==> src/rtl/rng_pkg.sv <==
// Shared definitions for the random-range sampler: word width, default limit
// and the power-of-two mask used for rejection sampling.
package rng_pkg;

  localparam int RNG_W = 32;
  localparam logic [RNG_W-1:0] RESET_LIMIT_DEF = 32'd256;

  // Smallest 2^k-1 covering n-1; n=0 wraps to all-ones.
  function automatic logic [RNG_W-1:0] range_mask(input logic [RNG_W-1:0] n);
    logic [RNG_W-1:0] m;
    m = n - 32'd1;
    m = m | (m >> 1);
    m = m | (m >> 2);
    m = m | (m >> 4);
    m = m | (m >> 8);
    m = m | (m >> 16);
    return m;
  endfunction

endpackage

==> src/rtl/rng_sample_fifo.sv <==
// Show-ahead FIFO of accepted samples with synchronous flush; the head entry is
// visible combinationally, and a write is taken when full only if a pop happens on the same edge.
module rng_sample_fifo
  import rng_pkg::*;
#(
  parameter int DEPTH = 8
) (
  input  logic             clk,
  input  logic             rst,
  input  logic             flush_i,
  input  logic             push_i,
  input  logic [RNG_W-1:0] push_dat_i,
  input  logic             pop_i,
  output logic [RNG_W-1:0] head_dat_o,
  output logic             head_vld_o,
  output logic             full_o
);

  localparam int AW = $clog2(DEPTH);

  logic [AW:0]      wr_ptr_q, rd_ptr_q;
  logic [RNG_W-1:0] mem_q [DEPTH];
  logic             empty, rd_en, wr_en;

  always_comb begin
    empty      = (wr_ptr_q == rd_ptr_q);
    full_o     = (wr_ptr_q[AW] != rd_ptr_q[AW]) &&
                 (wr_ptr_q[AW-1:0] == rd_ptr_q[AW-1:0]);
    rd_en      = pop_i & ~empty;
    wr_en      = push_i & (~full_o | rd_en);
    head_vld_o = ~empty;
    head_dat_o = empty ? '0 : mem_q[rd_ptr_q[AW-1:0]];
  end

  always_ff @(posedge clk) begin
    if (rst || flush_i) begin
      wr_ptr_q <= '0;
      rd_ptr_q <= '0;
    end else begin
      if (wr_en) wr_ptr_q <= wr_ptr_q + (AW+1)'(1);
      if (rd_en) rd_ptr_q <= rd_ptr_q + (AW+1)'(1);
    end
  end

  always_ff @(posedge clk) begin
    if (wr_en) mem_q[wr_ptr_q[AW-1:0]] <= push_dat_i;
  end

endmodule

==> src/rtl/rng_range_sampler.sv <==
// Masked rejection sampler mapping a free-running 32-bit stream onto [0, N);
// 2-cycle latency to out_valid; a full FIFO drops accepted samples, so the generator is never stalled.
module rng_range_sampler
  import rng_pkg::*;
#(
  parameter int               DEPTH       = 8,
  parameter logic [RNG_W-1:0] RESET_LIMIT = RESET_LIMIT_DEF,
  parameter int               CNT_W       = 16
) (
  input  logic             clk,
  input  logic             rst,
  input  logic [RNG_W-1:0] rnd_in,
  input  logic             rnd_valid,
  input  logic             cfg_load,
  input  logic [RNG_W-1:0] cfg_limit,
  output logic [RNG_W-1:0] out_data,
  output logic             out_valid,
  input  logic             out_ready,
  output logic             cfg_err,
  output logic [CNT_W-1:0] rej_cnt
);

  logic [RNG_W-1:0] lim_q, mask_q, s1_cand_q, cand_d;
  logic             cfg_err_q, s1_vld_q, s1_acc_q, acc_d, s1_go, push;
  logic [CNT_W-1:0] rej_q, rej_d;
  logic             fifo_full;

  always_comb begin
    cand_d = rnd_in & mask_q;
    acc_d  = (cand_d < lim_q);
    s1_go  = rnd_valid & ~cfg_err_q;
    push   = s1_vld_q & s1_acc_q;
    rej_d  = rej_q;
    if (s1_vld_q && !s1_acc_q && !(&rej_q)) rej_d = rej_q + CNT_W'(1);
  end

  // cfg_load discards the in-flight candidate and restarts statistics.
  always_ff @(posedge clk) begin
    if (rst) begin
      lim_q     <= RESET_LIMIT;
      mask_q    <= range_mask(RESET_LIMIT);
      cfg_err_q <= (RESET_LIMIT == '0);
      s1_vld_q  <= 1'b0;
      s1_acc_q  <= 1'b0;
      s1_cand_q <= '0;
      rej_q     <= '0;
    end else if (cfg_load) begin
      lim_q     <= cfg_limit;
      mask_q    <= range_mask(cfg_limit);
      cfg_err_q <= (cfg_limit == '0);
      s1_vld_q  <= 1'b0;
      rej_q     <= '0;
    end else begin
      s1_vld_q <= s1_go;
      if (s1_go) begin
        s1_cand_q <= cand_d;
        s1_acc_q  <= acc_d;
      end
      rej_q <= rej_d;
    end
  end

  rng_sample_fifo #(.DEPTH(DEPTH)) u_fifo (
    .clk        (clk),
    .rst        (rst),
    .flush_i    (cfg_load),
    .push_i     (push),
    .push_dat_i (s1_cand_q),
    .pop_i      (out_ready),
    .head_dat_o (out_data),
    .head_vld_o (out_valid),
    .full_o     (fifo_full)
  );

  assign cfg_err = cfg_err_q;
  assign rej_cnt = rej_q;

endmodule

==> config.mk <==
export PLATFORM = sky130hd
export DESIGN_NAME = rng_range_sampler
export DESIGN_NICKNAME = d
export VERILOG_FILES = /design/src/rtl/rng_pkg.sv /design/src/rtl/rng_sample_fifo.sv /design/src/rtl/rng_range_sampler.sv
export SDC_FILE = /design/constraint.sdc
export NUM_CORES = 1
export LEC_CHECK = 0
export ABC_AREA = 1
export CAP_MARGIN = 40
export CORE_MARGIN = 5
export CORE_UTILIZATION = 35
export DETAILED_ROUTE_END_ITERATION = 12
export GPL_ROUTABILITY_DRIVEN = 0
export HOLD_SLACK_MARGIN = 0.08
export PLACE_DENSITY = 0.63
export SYNTH_ARGS = -nofsm -noshare
export SYNTH_HDL_FRONTEND = slang
export SYNTH_SLANG_ARGS = --single-unit
==> constraint.sdc <==
create_clock -name clk -period 3.8 [get_ports clk]
set_clock_uncertainty 0.2 [all_clocks]
set_input_delay 0.76 -clock clk [delete_from_list [all_inputs] [get_ports clk]]
set_output_delay 0.76 -clock clk [all_outputs]
set_load 0.005 [all_outputs]
## Word level (Yosys, flattened, before mapping)

Memory sizes are Yosys's and may differ from the RTL's. A register that Yosys moved wholly into a read port is not among the register bits.
Cells that the tools add are included.
Widths: inputs -> output; s select.

| operators by class | value |
|---|---|
| magnitude comparators | 1 |
| reduce and logical (&&, ||, !) cells | 10 |
| bitwise logic cells | 15 |
| add/sub/neg operators | 4 |
| equal/unequal tests | 3 |
| muxes and demuxes | 5 |

Operators by type and width:

| cell | number |
|---|---|
| $and 32x32->32 | 1 |
| $logic_not 32->1 | 1 |
| $lt 32x32->1 | 1 |
| $mux 32 | 1 |
| $or 32x16->32 | 1 |
| $or 32x24->32 | 1 |
| $or 32x28->32 | 1 |
| $or 32x30->32 | 1 |
| $or 32x31->32 | 1 |
| $sub 32x1->32 const B | 1 |
| $add 16x1->16 const B | 1 |
| $reduce_and 16->1 | 1 |
| $add 4x1->4 const B | 2 |
| $mux 3 | 2 |
| $and 1x1->1 | 4 |
| $eq 4x4->1 | 1 |
| $not 1->1 | 4 |
| $eq 3x3->1 | 1 |
| $logic_and 1x1->1 | 3 |
| $logic_not 1->1 | 2 |
| $mux 1 | 2 |
| $reduce_and 2->1 | 1 |
| $reduce_or 2->1 | 1 |
| $logic_or 1x1->1 | 1 |
| 2 further kinds | 2 |

| word-level totals | value |
|---|---|
| output and inout bits | 50 |
| RAM bits | 256 |
| logic and storage cells | 48 |
| input port bits | 69 |
| memories | 1 |
| bits in registers | 123 |

Memory list:

| memory | words | bits a word | rd ports | clocked after Yosys merged registers in | wr ports | RTL line | text |
|---|---|---|---|---|---|---|---|
| u_fifo.mem_q | 8 | 32 | 1 | 1 | 1 | rng_sample_fifo.sv:22 | `logic [RNG_W-1:0] mem_q [DEPTH];` |

## Depth between registers and ports, before layout

Gate-level depths: netlist of run 1.

| depth | value |
|---|---|
| depth after elaboration | 7 |
| mapped depth | 15 |
| mapped depth without buffers | 15 |

## Modules after synthesis

From an unflattened synthesis of run 1, not the netlist that was laid out.

| unflattened totals | value |
|---|---|
| cell total of the unflattened synthesis | 1,743 |
| area, all modules | 17,151.4 µm² |

Modules (own cells, without submodules):

| module | seq. area each (µm²) | area an instance (µm²) | cells each | times used |
|---|---|---|---|---|
| rng_sample_fifo | 7,907.6 | 10,741.6 | 810 | 1 |
| rng_range_sampler | 2,302.2 | 6,409.9 | 933 | 1 |

## Least setup slack after synthesis of run 1

Ideal clock, no wire load.

| timing path | value |
|---|---|
| kind | input-to-reg |
| from | input port out_ready |
| to | memory u_fifo.mem_q[0][0] (enable) |
| arrival time | 2.652 ns |
| path slack | 0.527 ns |
| cell stages on the path | 5 |
| data required time | 3.179 ns |
| cell sequence | nor2_1 nand2_1 nand3_1 or2_2 nor2_1 |

| on the way | value |
|---|---|
| word-level cells in the longest chain between the ends | 5 |

RTL lines:

| element | RTL line | text |
|---|---|---|
| start: declaration | rng_range_sampler.sv:18 | `input logic out_ready,` |
| $and 1x1->1 | rng_sample_fifo.sv:29 | `rd_en = pop_i & ~empty;` |
| $or 1x1->1 | rng_sample_fifo.sv:30 | `wr_en = push_i & (~full_o \| rd_en);` |
| $and 1x1->1 | rng_sample_fifo.sv:30 |  |
| $mux 1 | rng_sample_fifo.sv:46 | `if (wr_en) mem_q[wr_ptr_q[AW-1:0]] <= push_dat_i;` |
| $mux 1 (not written as such) | rng_sample_fifo.sv:46 |  |
| end: declaration | rng_sample_fifo.sv:22 |  |

No other way between the ends.

==> results of run 1 <==
## report_power, final
part / internal [uW] / total (uW) / leakage [uW] / switching [uW]
logic: 192 / 480 / 0.00347 / 287
clock network: 2060 / 3600 / 0.000569 / 1540
registers: 4500 / 4580 / 0.00344 / 75.3
## layout by cell type, fill, tap and decap left out, types with 2 or more instances in the layout
cell             netlist  layout
nor2_4                 6       6
inv_2                  3       3
a21oi_1               69      69
o211ai_1               2       2
buf_12                 0      13
o21a_1                 2       2
inv_1                149     148
nand3_1               50      50
nor2_8                 2       2
xnor2_1                2       2
clkbuf_1              65       8
clkinv_1               3      12
nor3_1                11      11
a31oi_1               38      38
o21ai_0              222     222
dfxtp_1              126     124
nor2_2                 9      18
inv_6                  0       4
nand2_4                3       3
o21ai_2                2       2
clkinvlp_4             0       2
or2_2                  6       6
a22oi_1                4       4
nor2_1               319     310
o21ai_1                5       5
nand2_1              253     252
clkdlybuf4s50_1        0     118
nand2_2                8       9
edfxtp_1             256     256
bufinv_16              0       3
nand4_1               22      22
buf_4                  3      22
xor2_1                 5       5
clkbuf_16              0      38
o22ai_1               62      62
ha_1                  36      36
clkinv_2               0       3
## critical path: cells and delay by family, from the launching register on
| family | cells | cell delay, ns |
|---|---|---|
| flops | 1 | 0.38 |
| compound gates | 4 | 0.60 |
| buf+inv | 4 | 1.11 |
## metal layers
layer | share of wire, % | up-vias | wire length [um]
met5 | 0 | - | 0
li1 | - | 6293 | -
met4 | 1.7 | 0 | 736
met1 | 46 | 5912 | 19900
met2 | 47 | 321 | 20200
met3 | 5.2 | 58 | 2250
## cell families (layout without fill, tap and decap cells)
logic type | after synthesis | in the layout | synth area share, %
flip-flops | 382 | 382 | 61.0
AND/OR/NAND/NOR | 693 | 693 | 17.4
buffers and inverters | 232 | 377 | 5.33
XOR/XNOR | 7 | 7 | 0.366
adder cells (fa/ha/maj) | 36 | 36 | 2.69
AO/OA/AOI/OAI | 409 | 409 | 13.2
## sequential cells by signal (all words and copies together), names as in the netlist, named ones only
register and flops:
u_fifo.rd_ptr_q 4, cfg_err 1, lim_q 32, u_fifo.wr_ptr_q 4, s1_vld_q 1, mask_q 32
u_fifo.mem_q 256, s1_acc_q 1, s1_cand_q 32, rej_cnt 16
## per-stage QoR
step | setup WS (ns) | cell area [sq um] | hold slack, ns | cells | power, uW
global placement | 0.291 | 18800 | 0.241 | 2451 | 5130
detailed placement | 0.226 | 18800 | 0.245 | 2451 | 5140
finish | 0.216 | 20000 | 0.254 | 2519 | 8660
floorplan | 0.527 | 16700 | 0.226 | 1759 | 4910
global route | 0.0112 | 20000 | 0.278 | 2519 | 9000
CTS | 0.0168 | 20000 | 0.257 | 2519 | 8740
## Yosys cell counts
library cell / number
a211oi_1: 1
a21oi_1: 69
a22oi_1: 4
a31oi_1: 38
and3_1: 1
buf_1: 6
buf_2: 2
buf_4: 3
buf_6: 1
clkbuf_1: 65
clkinv_1: 3
dfxtp_1: 126
edfxtp_1: 256
ha_1: 36
inv_1: 149
inv_2: 3
nand2_1: 253
nand2_2: 8
nand2_4: 3
nand3_1: 50
nand3_4: 1
nand4_1: 22
nor2_1: 319
nor2_2: 9
nor2_4: 6
nor2_8: 2
nor3_1: 11
nor3b_1: 1
nor4_1: 1
o211ai_1: 2
o21a_1: 2
o21ai_0: 222
o21ai_1: 5
o21ai_2: 2
o21bai_1: 1
o22ai_1: 62
o41ai_1: 1
or2_2: 6
xnor2_1: 2
xor2_1: 5
## worst min-delay path by stage
stage                            startpoint                      end  slack [ns]  cells past startpoint
global placement    mask_q[11]$_SDFFE_PP0P_  mask_q[11]$_SDFFE_PP0P_        0.24                      2
finish              mask_q[12]$_SDFFE_PP0P_  mask_q[12]$_SDFFE_PP0P_        0.25                      2
CTS                 mask_q[11]$_SDFFE_PP0P_  mask_q[11]$_SDFFE_PP0P_        0.26                      2
global route        mask_q[12]$_SDFFE_PP0P_  mask_q[12]$_SDFFE_PP0P_        0.28                      2
floorplan           mask_q[10]$_SDFFE_PP0P_  mask_q[10]$_SDFFE_PP0P_        0.23                      2
detailed placement  mask_q[11]$_SDFFE_PP0P_  mask_q[11]$_SDFFE_PP0P_        0.24                      2
## layout make-up
type | count | share of cell area, %
clock buffers | 46 | 4.90
clock inverters | 22 | 1.02
inverters | 155 | 2.92
multi-input cells | 1145 | 28.2
flip-flops and latches | 382 | 51.0
well taps | 615 | 3.84
repair buffers | 154 | 8.08
==> results.yml, run 1 <==
route:
  wl_per_cell_um: 17.1
  drc: 0
  wirelength_mm: 43.1
  drtPass1Iterations: 7
  avgViaCountPerCell: 5.00
  drt_first_iter_violations: 762
  vias: 12600
  ant_nets: 0
power:
  cellLeakagePower_uw: 0.00748
  ir_drop_v: 0.000296
  power_density_nw_per_um2: 432
setup_path:
  crit_chain: "inv_4 > buf_12 > buf_12 > o21ai_0 > o22ai_1 > o21ai_0 > a31oi_1 > clkdlybuf4s50_1"
  arrival_ns: 2.62
  crit_path_start_kind: "register"
  r2r_cells: 10
  reg2reg_slack_ns: 1.45
  required_ns: 2.84
  cp-end-kind: "output pin"
  critPathKind: "reg -> out"
  r2r-start: "u_fifo.wr_ptr_q[1]$_SDFFE_PP0P_"
  crit-reg2reg-capture: "u_fifo.mem_q[3][12]$_DFFE_PP_"
  path_max_fanout: 24
  crit_path_end: "out_data[19]"
  cp_slowest_stage_delay_ns: 0.56
  crit_slowest_cell: "clkdlybuf4s50_1"
min_path:
  hold_path_class: "reg -> reg"
synth:
  yosysUniqueCellTypes: 40
  yosysTopAreaCell: "edfxtp_1"
  netlist_instances: 1759
  synth_nets: 1864
  yosysSeqAreaShare_pct: 61.0
  syn_area_sq_um: 16700
  yosys_warnings: 0
  yosysTopAreaCellShare_pct: 45.9
  synth_area_leaders: "edfxtp_1 46%, dfxtp_1 15%, nor2_1 7.2%"
  ys_ff_latch: 382
  synth_area_per_cell_sq_um: 9.51
clock_tree:
  clkSinkCount: 382
  cts_setup_buffers: 0
  cts_max_level: 2
  clk_pin_slew_ns: 0.06
  clockRootBuffer: "clkbuf_16"
  cts_resized: 3
  clkLatencyLatePin_ns: 0.53
  cts_made_buffers: 38
  clockBufferDepth: 3
  cts_hold_buffers: 0
  cts_tree: "yes"
placed_design:
  place_hpwl_mm: 29.1
  io_buffers: 118
grt:
  grt_pass1_wl_mm: 68.0
  use_met1_pct: 22.2
  grt_use_total_pct: 16.1
  antenna_found_initial: 0
  top_usage_layer: "met2"
  grt_overflow: 0
  grt_use_met3_pct: 2.60
  first_global_vias: 12300
  grt_max_degree: 85
  use_met2_pct: 26.8
floorplanning:
  dieArea_sq_um: 52300
  core-area_sq_um: 47500
  fp.dieH_um: 229
  die_w_um: 229
  rows: 80
  ios: 119
  start_util_pct: 35.2
finish:
  final_core_utilization_pct: 42.1
  final_net_count: 1981
  syn2layout_area_growth_pct: 19.7
  antenna_cells: 0
  multiInputGateArea_sq_um: 5660
  final-seq-area_sq_um: 10200
  drive_gt1_share_pct: 7.35
  nFillCells: 4490
sta:
  worst_pin_slew_ns: 0.901
  final.setup.tns_ns: 0
  timing.final.crit_share_pct: 94.3
  rsz0062_at_grt: "no"
  slew_headroom_pct: 39.9
  setup_viol: 0
  fmax_ghz: 0.279
  slew_viol_final: 0
  fin_crit_ns: 3.58
  finalHoldViolations: 0
job:
  max_cap_violations: 0
run_status:
  status: "completed"
Power figures use the tool's default switching activity.
==> inputs of run 2 (changes only) <==
--- a/config.mk
+++ b/config.mk
@@ -7,7 +7,7 @@
 export LEC_CHECK = 0
 export ABC_AREA = 1
 export CAP_MARGIN = 40
-export CORE_MARGIN = 5
+export CORE_MARGIN = 2
 export CORE_UTILIZATION = 35
 export DETAILED_ROUTE_END_ITERATION = 12
 export GPL_ROUTABILITY_DRIVEN = 0
==> run 2 against run 1 <==
  * Non-clock buffer count down 7
  * Register-to-register slack better by 0.05 ns
  * Via count up 0.65%
  * First-iteration DRC count up 32%
  * Flip-flop and latch count unchanged
  * Routed wire length up 1.6%
  * Sequential share of layout area about the same
  * Setup slack worse by 0.051 ns
  * Utilization up 0.052 points
  * Critical endpoint is now out_data[31]
==> results.yml, run 2 (same netlist as run 1, synthesis figures left out) <==
power:
  cellLeakagePower_uw: 0.00747
  power_density_nw_per_um2: 427
  ir_drop_v: 0.000225
placed_design:
  dpl_worst_slack_ns: 0.236
  place_hpwl_mm: 27.6
  io_buffers: 118
floorplanning:
  dieArea_sq_um: 49600
  rows: 80
  start_util_pct: 35.3
  fp.dieH_um: 223
  ios: 119
  core-area_sq_um: 47400
  die_w_um: 223
sta:
  timing.final.crit_share_pct: 95.6
  slew_headroom_pct: 43.9
  final.setup.tns_ns: 0
  worst_pin_slew_ns: 0.841
  slew_viol_final: 0
  setup_viol: 0
  rsz0062_at_grt: "no"
  fmax_ghz: 0.275
  fin_crit_ns: 3.63
  setup_slack_ns: 0.165
  finalHoldViolations: 0
run_status:
  status: "completed"
finish:
  final_cell_mix: "310 x nor2_1, 256 x edfxtp_1, 253 x nand2_1"
  nFillCells: 4593
  final_core_utilization_pct: 42.2
  final_net_count: 1972
  final_common_cell: "nor2_1"
  largest_reg_flops: 256
  drive_gt1_share_pct: 6.98
  antenna_cells: 0
  syn2layout_area_growth_pct: 19.6
setup_path:
  path_max_fanout: 47
  path_common_cell: "o21ai_0"
  cpLargestDelayFamily: "buffers and inverters"
  cp_num_buf_inv: 3
  cp-end-kind: "output pin"
  critPathKind: "reg -> out"
  crit_path_start_kind: "register"
  crit_slowest_cell: "clkdlybuf4s50_1"
  required_ns: 2.84
  cp_slowest_stage_delay_ns: 0.66
  arrival_ns: 2.67
  crit_chain: "inv_2 > buf_16 > o21ai_0 > o22ai_1 > o21ai_0 > a31oi_1 > clkdlybuf4s50_1"
route:
  drc: 0
  drtPass1Iterations: 5
  avgViaCountPerCell: 5.05
  wirelength_mm: 43.8
  drt_first_iter_violations: 1008
  ant_nets: 0
  wl_per_cell_um: 17.5
  vias: 12700
grt:
  grt_pass1_wl_mm: 67.3
  grt_overflow: 0
  grt_max_degree: 95
  antenna_found_initial: 1
  first_global_vias: 12100
  grt_use_total_pct: 17.2
job:
  max_cap_violations: 0
clock_tree:
  cts_max_level: 2
  clkSinkCount: 382
  cts_made_buffers: 36
  cts_tree: "yes"
  clkLatencyLatePin_ns: 0.53
  clockBufferDepth: 3
  clk_pin_slew_ns: 0.06
  clockRootBuffer: "clkbuf_16"
min_path:
  hold_path_class: "reg -> reg"
-- run 2: cell count changes in the layout (fill, tap and decap cells not counted), moves of 2 or more --
| cell | change |
|---|---|
| inv_6 | -4 |
| clkbuf_2 | +2 |
| buf_4 | -13 |
| buf_16 | +2 |
| clkinv_1 | -6 |
| bufinv_16 | -2 |
| clkbuf_8 | +7 |
| clkinvlp_4 | -2 |
-- run 2: stage by stage --
stage / hold WS [ns] / cells / instance area, sq um / total power [uW]
2_1_floorplan: 0.226 / 1759 / 16700 / 4910
3_3_place_gp: 0.240 / 2441 / 18800 / 5130
3_5_place_dp: 0.240 / 2441 / 18800 / 5140
4_1_cts: 0.253 / 2505 / 20000 / 8600
5_1_grt: 0.277 / 2507 / 20000 / 8820
6_report: 0.253 / 2507 / 20000 / 8540
-- run 2: final cells by class --
class                   count  area (sq um)  area share (%)
repair buffers            147          1660            8.32
multi-input cells        1145          5660            28.3
well taps                 615           769            3.84
inverters                 155           582            2.91
clock inverters             8          61.3           0.306
clock buffers              55          1070            5.33
flip-flops and latches    382         10200            51.0
-- run 2: worst min-delay path: stages, from the launching register on --
cell	delay, ns
dfxtp_1	0.31
nand2_1	0.06
nand2_1	0.04
-- run 2: routing by layer --
metal  global-route usage [%]  wire, um
met1                     23.2     19800
met2                     28.9     20700
met3                     2.63      2410
met4                     4.70       849
met5                        0         0
-- run 2: worst paths after layout --
check	from	to	slack (ns)	cells after the start
setup / recovery	register	out_data[31]	0.17	7
hold reg to reg	mask_q[11]$_SDFFE_PP0P_	mask_q[11]$_SDFFE_PP0P_	0.25	2
setup reg to reg	u_fifo.wr_ptr_q[1]$_SDFFE_PP0P_	u_fifo.mem_q[5][12]$_DFFE_PP_	1.50	10
hold / removal	mask_q[11]$_SDFFE_PP0P_	mask_q[11]$_SDFFE_PP0P_	0.25	2
-- run 2: repair_timing --
action / in CTS / in global routing
gates cloned: 1 / 1
resized for setup: 1 / 2
endpoints found under the setup margin: 1 / 13
hold buffers: 0 / 0
endpoints found under the hold margin: 0 / 0
pin swaps: 0 / 0
buffers inserted: 0 / 1
-- run 2: power breakdown --
group / internal, uW / total [uW] / switching [uW]
combinational: 192 / 478 / 286
sequential: 4500 / 4580 / 76.5
clock: 2000 / 3480 / 1490
